===== src/rtl/eval_pkg.sv =====
// eval_pkg: shared FSM state type and IEEE-754 single-precision constants
// for the eval_driver custom-instruction sequencer.
package eval_pkg;

    typedef enum logic [1:0] {IDLE, ISSUE, WAIT, HOLD} state_t;

    localparam logic [31:0] F32_NAN  = 32'h7FC00000;
    localparam logic [31:0] F32_128  = 32'h43000000;
    localparam logic [31:0] F32_HALF = 32'h3F000000;

endpackage


===== src/rtl/eval_fifo.sv =====
// eval_fifo: synchronous operand FIFO; pushes while full and pops while empty are ignored.
module eval_fifo #(
    parameter int DEPTH = 8
) (
    input  logic        clk,
    input  logic        rst_n,
    input  logic        push,
    input  logic        pop,
    input  logic [31:0] wdata,
    output logic [31:0] rdata,
    output logic        full,
    output logic        empty
);

    localparam int AW = $clog2(DEPTH);

    logic [31:0] mem [DEPTH];
    logic [AW:0] wp, rp;
    logic        do_push, do_pop;

    assign do_push = push && !full;
    assign do_pop  = pop && !empty;
    assign empty   = wp == rp;
    // Extra pointer bit distinguishes full from empty when the indices match.
    assign full    = (wp[AW] != rp[AW]) && (wp[AW-1:0] == rp[AW-1:0]);
    assign rdata   = mem[rp[AW-1:0]];

    always_ff @(posedge clk)
        if (do_push) mem[wp[AW-1:0]] <= wdata;

    always_ff @(posedge clk or negedge rst_n)
        if (!rst_n) begin
            wp <= '0;
            rp <= '0;
        end else begin
            if (do_push) wp <= wp + (AW+1)'(1);
            if (do_pop)  rp <= rp + (AW+1)'(1);
        end

endmodule


===== src/rtl/eval_driver.sv =====
// eval_driver: feeds queued float operands one at a time to a custom-instruction evaluator.
// Optional WAIT timeout with NaN result is enabled by defining EVAL_DRIVER_TIMEOUT_EN.
module eval_driver
    import eval_pkg::*;
#(
    parameter int DEPTH   = 8,
    parameter int TIMEOUT = 1023
) (
    input  logic        clk,
    input  logic        rst_n,
    input  logic        clk_en,
    input  logic        in_valid,
    input  logic [31:0] in_data,
    output logic        in_ready,
    output logic        ci_start,
    output logic [31:0] ci_dataa,
    input  logic        ci_done,
    input  logic [31:0] ci_result,
    output logic        out_valid,
    output logic [31:0] out_data,
    input  logic        out_ready,
    output logic        busy,
    output logic        timeout_err
);

    localparam int CW = $clog2(TIMEOUT + 1);

    state_t        state, state_nx;
    logic [CW-1:0] cnt;
    logic [31:0]   head;
    logic          full, empty, pop, to_hit, finish;

    assign pop      = clk_en && state == IDLE && !empty && !out_valid;
    assign in_ready = !full;
    assign busy     = state != IDLE;
    assign ci_start = clk_en && state == ISSUE;

`ifdef EVAL_DRIVER_TIMEOUT_EN
    assign to_hit = state == WAIT && cnt == CW'(TIMEOUT - 1);
`else
    assign to_hit = 1'b0;
`endif
    assign finish = state == WAIT && (ci_done || to_hit);

    eval_fifo #(.DEPTH(DEPTH)) u_fifo (
        .clk   (clk),
        .rst_n (rst_n),
        .push  (clk_en && in_valid),
        .pop   (pop),
        .wdata (in_data),
        .rdata (head),
        .full  (full),
        .empty (empty)
    );

    always_comb begin
        state_nx = state;
        case (state)
            IDLE:    state_nx = (!empty && !out_valid) ? ISSUE : IDLE;
            ISSUE:   state_nx = WAIT;
            WAIT:    state_nx = finish ? HOLD : WAIT;
            HOLD:    state_nx = (out_valid && out_ready) ? IDLE : HOLD;
            default: state_nx = IDLE;
        endcase
    end

    always_ff @(posedge clk or negedge rst_n)
        if (!rst_n) begin
            state       <= IDLE;
            cnt         <= '0;
            ci_dataa    <= '0;
            out_valid   <= 1'b0;
            out_data    <= '0;
            timeout_err <= 1'b0;
        end else if (clk_en) begin
            state <= state_nx;
            // Saturating so the counter can never wrap back under the limit.
            cnt   <= (state == WAIT) ? ((cnt == CW'(TIMEOUT)) ? cnt : cnt + CW'(1)) : '0;
            if (pop) ci_dataa <= head;
            if (finish) begin
                out_valid   <= 1'b1;
                out_data    <= ci_done ? ci_result : F32_NAN;
                timeout_err <= timeout_err | !ci_done;
            end else if (state == HOLD && out_valid && out_ready) begin
                out_valid <= 1'b0;
            end
        end

endmodule


===== config.mk =====
export PLATFORM = sky130hd
export DESIGN_NAME = eval_driver
export DESIGN_NICKNAME = d
export VERILOG_FILES = /design/src/rtl/eval_pkg.sv /design/src/rtl/eval_fifo.sv /design/src/rtl/eval_driver.sv
export SDC_FILE = /design/constraint.sdc
export NUM_CORES = 1
export LEC_CHECK = 0
export CORE_ASPECT_RATIO = 0.75
export CORE_MARGIN = 2
export CORE_UTILIZATION = 30
export CTS_BUF_LIST = sky130_fd_sc_hd__clkbuf_4
export CTS_CLUSTER_DIAMETER = 150
export CTS_CLUSTER_SIZE = 24
export DETAILED_ROUTE_END_ITERATION = 8
export PLACE_DENSITY_LB_ADDON = 0.1
export SLEW_MARGIN = 10
export SYNTH_ARGS = -nofsm -noshare
export SYNTH_HDL_FRONTEND = slang
export SYNTH_SLANG_ARGS = --single-unit

===== constraint.sdc =====
create_clock -name clk -period 5.25 [get_ports clk]
set_clock_uncertainty 0.1 [all_clocks]
set_input_delay 1.05 -clock clk [delete_from_list [all_inputs] [get_ports clk]]
set_output_delay 1.05 -clock clk [all_outputs]
set_load 0.05 [all_outputs]

* After elaboration in Yosys (flattened, before gate mapping)
Memories as Yosys holds them, arrays and structs flattened. A register that Yosys moved wholly into a read port is not among the register bits. Index checks and enable logic that the tools add are counted.
Storage, ports and cells: memories kept 1, register bits after elaboration 44, bits of input ports 70, word-level logic and storage cells 49, bits in writable memories 256
Cells by class: muxes and demuxes 9, add/subtract/negate cells 2, reduce and logical (&&, ||, !) cells 24, bitwise logic cells 1, equality and inequality tests 6
Memories:
- u_fifo.mem | words 8, bits a word 32, read ports 1, clocked after Yosys merged registers in 1, write ports 1, line eval_fifo.sv:17 | logic [31:0] mem [DEPTH];
Operator list (count):
- $mux 32 | 1
- $logic_and 1x1->1 | 13
- $add 4x1->4 const B | 2
- $pmux 2 s4 | 1
- $mux 1 | 6
- $reduce_and 2->1 | 3
- $logic_not 1->1 | 5
- $eq 2x2->1 const B | 2
- $eq 4x4->1 | 1
- $reduce_bool 2->1 | 2
- $eq 3x3->1 | 1
- $eq 2x1->1 const B | 1
- $logic_not 2->1 | 1
- $mux 2 | 1
- $ne 1x1->1 | 1
- $or 1x1->1 | 1

* Longest topological paths before layout
Gate-level depths: netlist (run 1).
depth after elaboration 6, mapped depth 8

* By module
A second synthesis (run 1) with hierarchy kept.
Second synthesis, totals: cells, all modules 587, area, all modules 12981.2 um^2
By module, submodules not included:
- eval_fifo | instances 1, cells each 430, area an instance 10378.7 um^2, sequential area each 7887.6 um^2
- eval_driver | instances 1, cells each 157, area an instance 2602.5 um^2, sequential area each 1701.6 um^2

* Least setup slack after synthesis (run 1)
OpenSTA, ideal clock, no wires.
kind input port to flip-flop, from input port clk_en, to memory u_fifo.mem[0][0], enable pin, cell stages on the path 4, path buffers 0, slack 0.825 ns, data arrival time 3.864 ns, cell sequence nand2_1 -> a41oi_1 -> nand2b_1 -> nor3_1
Between the ends: word-level cells in the longest chain between the ends 4
Ends and longest elaborated chain:
- start, declared | line eval_driver.sv:11 | input logic clk_en,
- $logic_and 1x1->1 | line eval_driver.sv:48 | .push (clk_en && in_valid),
- $logic_and 1x1->1 | line eval_fifo.sv:21 | assign do_push = push && !full;
- $mux 1 | line eval_fifo.sv:29 | if (do_push) mem[wp[AW-1:0]] <= wdata;
- $mux 1 (implied by the code) | line eval_fifo.sv:29
- end, declared | line eval_fifo.sv:17
No other way between the ends.

* Worst setup path in the final report (run 1)
from input port clk_en, to output port ci_start
Between the ends: word-level cells in the longest chain between the ends 1
Ends and longest elaborated chain:
- $logic_and 1x1->1 | line eval_driver.sv:36 | assign ci_start = clk_en && state == ISSUE;
- end, declared | line eval_driver.sv:15 | output logic ci_start,
No other way between the ends.

==> run summary, run 1 <==
status -> finished clean
Via density -> 4.53
Placed Cells -> 1294
first-pass GRT wire length -> 41.6 mm
CTS clk-pin slew, worst paths -> 250 ps
Least-Margin Pin Slew -> 1040 ps
vias in the first global route -> 6534
Pre-antenna DRT Iters -> 5
Yosys top cell by area -> edfxtp_1
Crit. End Element -> output port
CTS H-Tree Depth -> 1
Layout area overhead -> 18.8%
setup repair bufs after CTS -> 0
post-route setup slack -> 1400 ps
Synthesized Nets -> 684
IO Count -> 139
top post-synthesis cells by area -> edfxtp_1 61%, dfrtp_1 15%, mux4_2 12%
Die Width -> 240 um
die span in y -> 181 um
CTS Root Cell -> clkbuf_4
Core Area -> 41000 um^2
GPL Wtd Cong -> 0.698
critical path launch point type -> primary input
DP HPWL -> 16.9 mm
Initial Util -> 30.5%
via count -> 6002
final hold violation count -> 0
row cnt -> 64
MaxCap Viol Count -> 0
NumNets Final -> 824
Slew Viols, Final -> 0
synthesized instance count -> 612
# setup viols final -> 0
Avg WL per Cell -> 20.4 um
Die Area -> 43400 um^2
Fillers -> 3840
TritonCTS Sinks -> 332
DRC -> 0
Setup CP Type -> in -> out
clock buffer depth -> 3
CTS Hold Bufs -> 0
Avg Inst Size Synth -> 20.5 um^2
non-filler cells in the finished layout -> 1325
cts bufs inserted -> 17
Setup TNS Final -> 0 ps
post_cts resized -> 0
largest net degree at the start of global routing -> 68
HP Class -> in -> async
ANT nets after route -> 0
RSZ-0062 raised after global routing -> false
Period minus WS final -> 3850 ps
fmax -> 260 MHz
Static Leak -> 5.00 nW
DRT Wirelength -> 27.0 mm
worst r2r src -> u_fifo.wp[0]$_DFFE_PN0P_
commonest non-fill, non-tap cell in the layout -> edfxtp_1
GRT overflow -> 0
critical path launch point -> clk_en
DR iter-0 viols -> 300
layout cells sized above 1 -> 21.0%
CTS tree -> yes
post-synthesis sequential area ratio -> 76.6%
PwrDens -> 519 nW/um^2
I/O Buffers -> 138
initial antenna violation count -> 2
worst-path fanout max -> 7
Mapped Area -> 12500 um^2
Warnings, synthesis -> 0
crit path DAT -> 2700 ps
worst-skew pair later-pin latency -> 720 ps
#FFs+latches synth -> 332
most frequent cells in the layout -> 256 x edfxtp_1, 137 x clkdlybuf4s50_1, 73 x dfrtp_1
gr usage total -> 12.8%
Slew HR -> 30.6%
Place WS -> 1080 ps
Max rail drop VDD -> 0.000246 V
post-route clock period utilization -> 73.4%
share of the synthesized area in the top cell type -> 61.4%
Worst Path Required -> 4100 ps
Yosys cell types -> 32
## cells in the mapped netlist (all sizes together)
master and n:
dfrtp 76, nand2 40, mux2 34, xnor2 7
a41o 1, a21bo 1, mux4 64, nor3 3
buf 18, mux2i 32, a31oi 1, ha 2
or2 1, a21oi 1, clkbuf 16, nand2b 3
a41oi 1, nand4 2, edfxtp 256, nor2 8
nand3 3, o21ai 33, xor2 4, nand4b 1
inv 3, or4b 1
## routing by layer
metal  up-vias  share of wire, %  GRT usage, %
met5         -             0.030             0
met4         2               1.4          2.06
met3        24               2.5          2.11
met2        66                48          21.0
met1      3221                48          18.1
li1       2689                 -             -
## worst paths after layout
kind | end | slack [ps] | cells after the start
min | ci_dataa[27]$_DFFE_PN0P_ | 210 | 1
min reg2reg | timeout_err$_DFFE_PN0P_ | 320 | 0
max | ci_start | 1400 | 4
max reg2reg | u_fifo.mem[2][28]$_DFFE_PP_ | 2080 | 5
min in group clk | timeout_err$_DFFE_PN0P_ | 320 | 0
max in group asynchronous | ci_dataa[18]$_DFFE_PN0P_ | 3860 | 2
## through the flow
stage	hold WS [ps]	power, mW	area, um^2	utilization [%]
6_report	207	7.72	14900	36.3
3_3_place_gp	269	6.81	14600	35.7
2_1_floorplan	389	5.73	12500	-
5_1_grt	143	8.15	14900	36.3
3_5_place_dp	275	6.82	14600	35.7
4_1_cts	141	7.88	14900	36.3
## state kept, by name, summed over array words and instances, names as in the netlist
register	flops
u_fifo.rp	4
u_fifo.wp	4
out_valid	1
timeout_err	1
state	2
ci_dataa	32
out_data	32
u_fifo.mem	256
## power by group
part           total (mW)  switching [mW]  internal, mW
Sequential           3.51           0.223          3.29
Clock                1.04           0.753         0.289
Combinational        3.17            1.90          1.26
Total                7.72            2.88          4.84
## worst max-delay path, stage by stage
cell and delay, ps:
clkdlybuf4s50_1 600, nand2_1 130, nor2_1 100, clkdlybuf4s50_1 820
## area by class of cell
type	instances	area, um^2	share of cell area [%]
Antenna cell	2	5.00	0.0337
Clock buffer	28	210	1.41
Clock inverter	1	30.0	0.202
Inverter	3	11.3	0.0757
Multi-Input combinational cell	243	2790	18.8
Sequential cell	332	9600	64.6
Tap cell	561	702	4.72
Timing Repair Buffer	155	1520	10.2
## cell families (layout without fill, tap and decap cells)
group           Yosys count  in the layout  synth area share (%)
flops                   332            332                  76.6
mux                     130            130                  17.2
simple gates             62             62                  2.15
compound gates           38             38                  1.64
buf+inv                  37            187                  1.49
xor+xnor                 11             11                 0.770
fa+ha+maj                 2              2                 0.200
other cells               0              2                     0
No activity file was read; power rests on OpenSTA's default activity.
==> run 2: changes to the inputs <==
Clock period 5.25 ns to 3.2 ns, I/O delays scaled along.
==> run 2 against run 1 <==
  * Die area did not move
  * Flip-flop and latch count unchanged
  * Sequential power is 65% higher
  * Wire length up 1.3%
  * Register-to-register slack worse by 1300 ps
  * Combinational power up 64%
  * Design area grew 1.2%
  * Sequential share of layout area decreased by 0.74 points
  * Largest cell class unchanged
  * Highest routed layer unchanged
==> run summary, run 2 (synthesized netlist as in run 1, its figures left out) <==
TritonCTS Sinks -> 332 (unchanged)
IO Count -> 139 (unchanged)
Die Area -> 43400 um^2 (unchanged)
Fillers -> 3837 (-0.078%)
Slew Viols, Final -> 0 (unchanged)
CP Cell Sequence -> or2_2, clkdlybuf4s50_1
final hold violation count -> 0 (unchanged)
CP max-delay cell -> clkdlybuf4s50_1
Initial Util -> 30.5% (unchanged)
Slew HR -> 29.4% (-1.2 points)
initial antenna violation count -> 4 (+2)
post-route setup slack -> 161 ps (-1240 ps)
NumNets Final -> 834 (+1.2%)
Place WS -> 368 ps (-715 ps)
DRC -> 0 (unchanged)
CP Buf/Inv Count -> 1 (-1)
first-pass GRT wire length -> 41.9 mm (+0.73%)
crit path DAT -> 2300 ps (-400 ps)
worst-path fanout max -> 8 (+1)
commonest non-fill, non-tap cell in the layout -> edfxtp_1
post_cts resized -> 0 (unchanged)
Static Leak -> 5.08 nW (+1.6%)
setup repair bufs after CTS -> 0 (unchanged)
post-route clock period utilization -> 95.0%
DRT Wirelength -> 27.4 mm (+1.3%)
Via density -> 4.52 (-0.12%)
fmax -> 329 MHz
most frequent cells in the layout -> 256 x edfxtp_1, 135 x clkdlybuf4s50_1, 73 x dfrtp_1
Fin Hold WS -> 311 ps (+104 ps)
non-filler cells in the finished layout -> 1335 (+0.75%)
GRT overflow -> 0 (unchanged)
layout cells sized above 1 -> 22.2% (+1.2 points)
CTS Root Cell -> clkbuf_4
largest net degree at the start of global routing -> 70 (+2.9%)
Avg WL per Cell -> 20.5 um (+0.51%)
GPL Wtd Cong -> 0.699 (+0.16%)
HP Class -> in -> async
gr usage total -> 12.8% (+0.050 points)
Die Width -> 240 um (unchanged)
I/O Buffers -> 138 (unchanged)
PwrDens -> 846 nW/um^2 (+63%)
cts bufs inserted -> 17 (unchanged)
post-route total power -> 12.7 mW (+65%)
ANT nets after route -> 0 (unchanged)
Worst Path Required -> 2460 ps (-1640 ps)
Setup CP Type -> reg -> out
# setup viols final -> 0 (unchanged)
DR iter-0 viols -> 305 (+1.7%)
vias in the first global route -> 6558 (+0.37%)
max reg flops -> 256 (unchanged)
row cnt -> 64 (unchanged)
Layout area overhead -> 20.1%
MaxCap Viol Count -> 0 (unchanged)
CTS tree -> yes
Core Area -> 41000 um^2 (unchanged)
RSZ-0062 raised after global routing -> false
worst-skew pair later-pin latency -> 760 ps (+40 ps)
Placed Cells -> 1303 (+0.70%)
status -> finished clean
Pre-antenna DRT Iters -> 4 (-1)
critical path launch point type -> register
Least-Margin Pin Slew -> 1060 ps (+17.9 ps)
die span in y -> 181 um (unchanged)
Crit. End Element -> output port
CTS Hold Bufs -> 1 (+1)
clock buffer depth -> 3 (unchanged)
crit-path max cell delay -> 710 ps (-110 ps)
CP delay by family, top -> buffers and inverters
Max rail drop VDD -> 0.000383 V (+56%)
DP HPWL -> 16.5 mm (-2.2%)
CTS H-Tree Depth -> 1 (unchanged)
CTS clk-pin slew, worst paths -> 250 ps (about the same)
Period minus WS final -> 3040 ps
via count -> 6040 (+0.63%)
==> run 2: cell types whose count changed in the layout (fill, tap and decap cells not counted) <==
cell	before	now
dlygate4sd3_1	0	1
clkdlybuf4s50_1	137	135
buf_12	1	8
nor3_4	0	2
buf_4	17	21
nor3_2	2	0
==> run 2: area by class of cell <==
class | count | area (um^2) | share of cell area (%)
inverters | 3 | 11.3 | 0.0749
multi-input cells | 243 | 2810 | 18.7
clock inverters | 1 | 30.0 | 0.200
well taps | 561 | 702 | 4.67
flip-flops and latches | 332 | 9600 | 63.8
repair buffers | 165 | 1680 | 11.2
clock buffers | 28 | 210 | 1.40
diodes | 2 | 5.00 | 0.0333
==> run 2: path summary, 6_finish.rpt <==
| check | from | endpoint | slack, ps | cells after the start |
|---|---|---|---|---|
| setup / recovery | state[1]$_DFFE_PN0P_ | busy | 160 | 2 |
| hold / removal | rst_n | ci_dataa[24]$_DFFE_PN0P_ | 310 | 2 |
| setup reg to reg | u_fifo.wp[1]$_DFFE_PN0P_ | u_fifo.mem[1][4]$_DFFE_PP_ | 820 | 7 |
| hold reg to reg | timeout_err$_DFFE_PN0P_ | timeout_err$_DFFE_PN0P_ | 310 | 0 |
| max in group asynchronous | rst_n | ci_dataa[7]$_DFFE_PN0P_ | 1900 | 3 |
| min in group clk | timeout_err$_DFFE_PN0P_ | timeout_err$_DFFE_PN0P_ | 310 | 0 |
==> run 2: where the power goes <==
group	switching [mW]	internal, mW	leakage (nW)
clock network	1.25	0.473	0.143
registers	0.396	5.39	3.21
logic	3.10	2.11	1.73
total	4.74	7.98	5.08
==> run 2: per-stage QoR <==
| stage | utilization (%) | setup TNS [ps] | cell area (um^2) |
|---|---|---|---|
| after CTS | 36.7 | 0 | 15000 |
| after global routing | 36.7 | 0 | 15000 |
| after global placement | 36.1 | 0 | 14800 |
| after floorplan | - | -7610 | 12500 |
| final | 36.7 | 0 | 15000 |
| after detailed placement | 36.1 | 0 | 14800 |
==> run 2: routing by layer <==
metal | up-vias | routed length, um | global-route usage (%)
met4 | 2 | 481 | 2.43
li1 | 2710 | - | -
met5 | - | 11 | 0
met2 | 83 | 13800 | 21.8
met3 | 28 | 890 | 2.20
met1 | 3217 | 12200 | 17.4
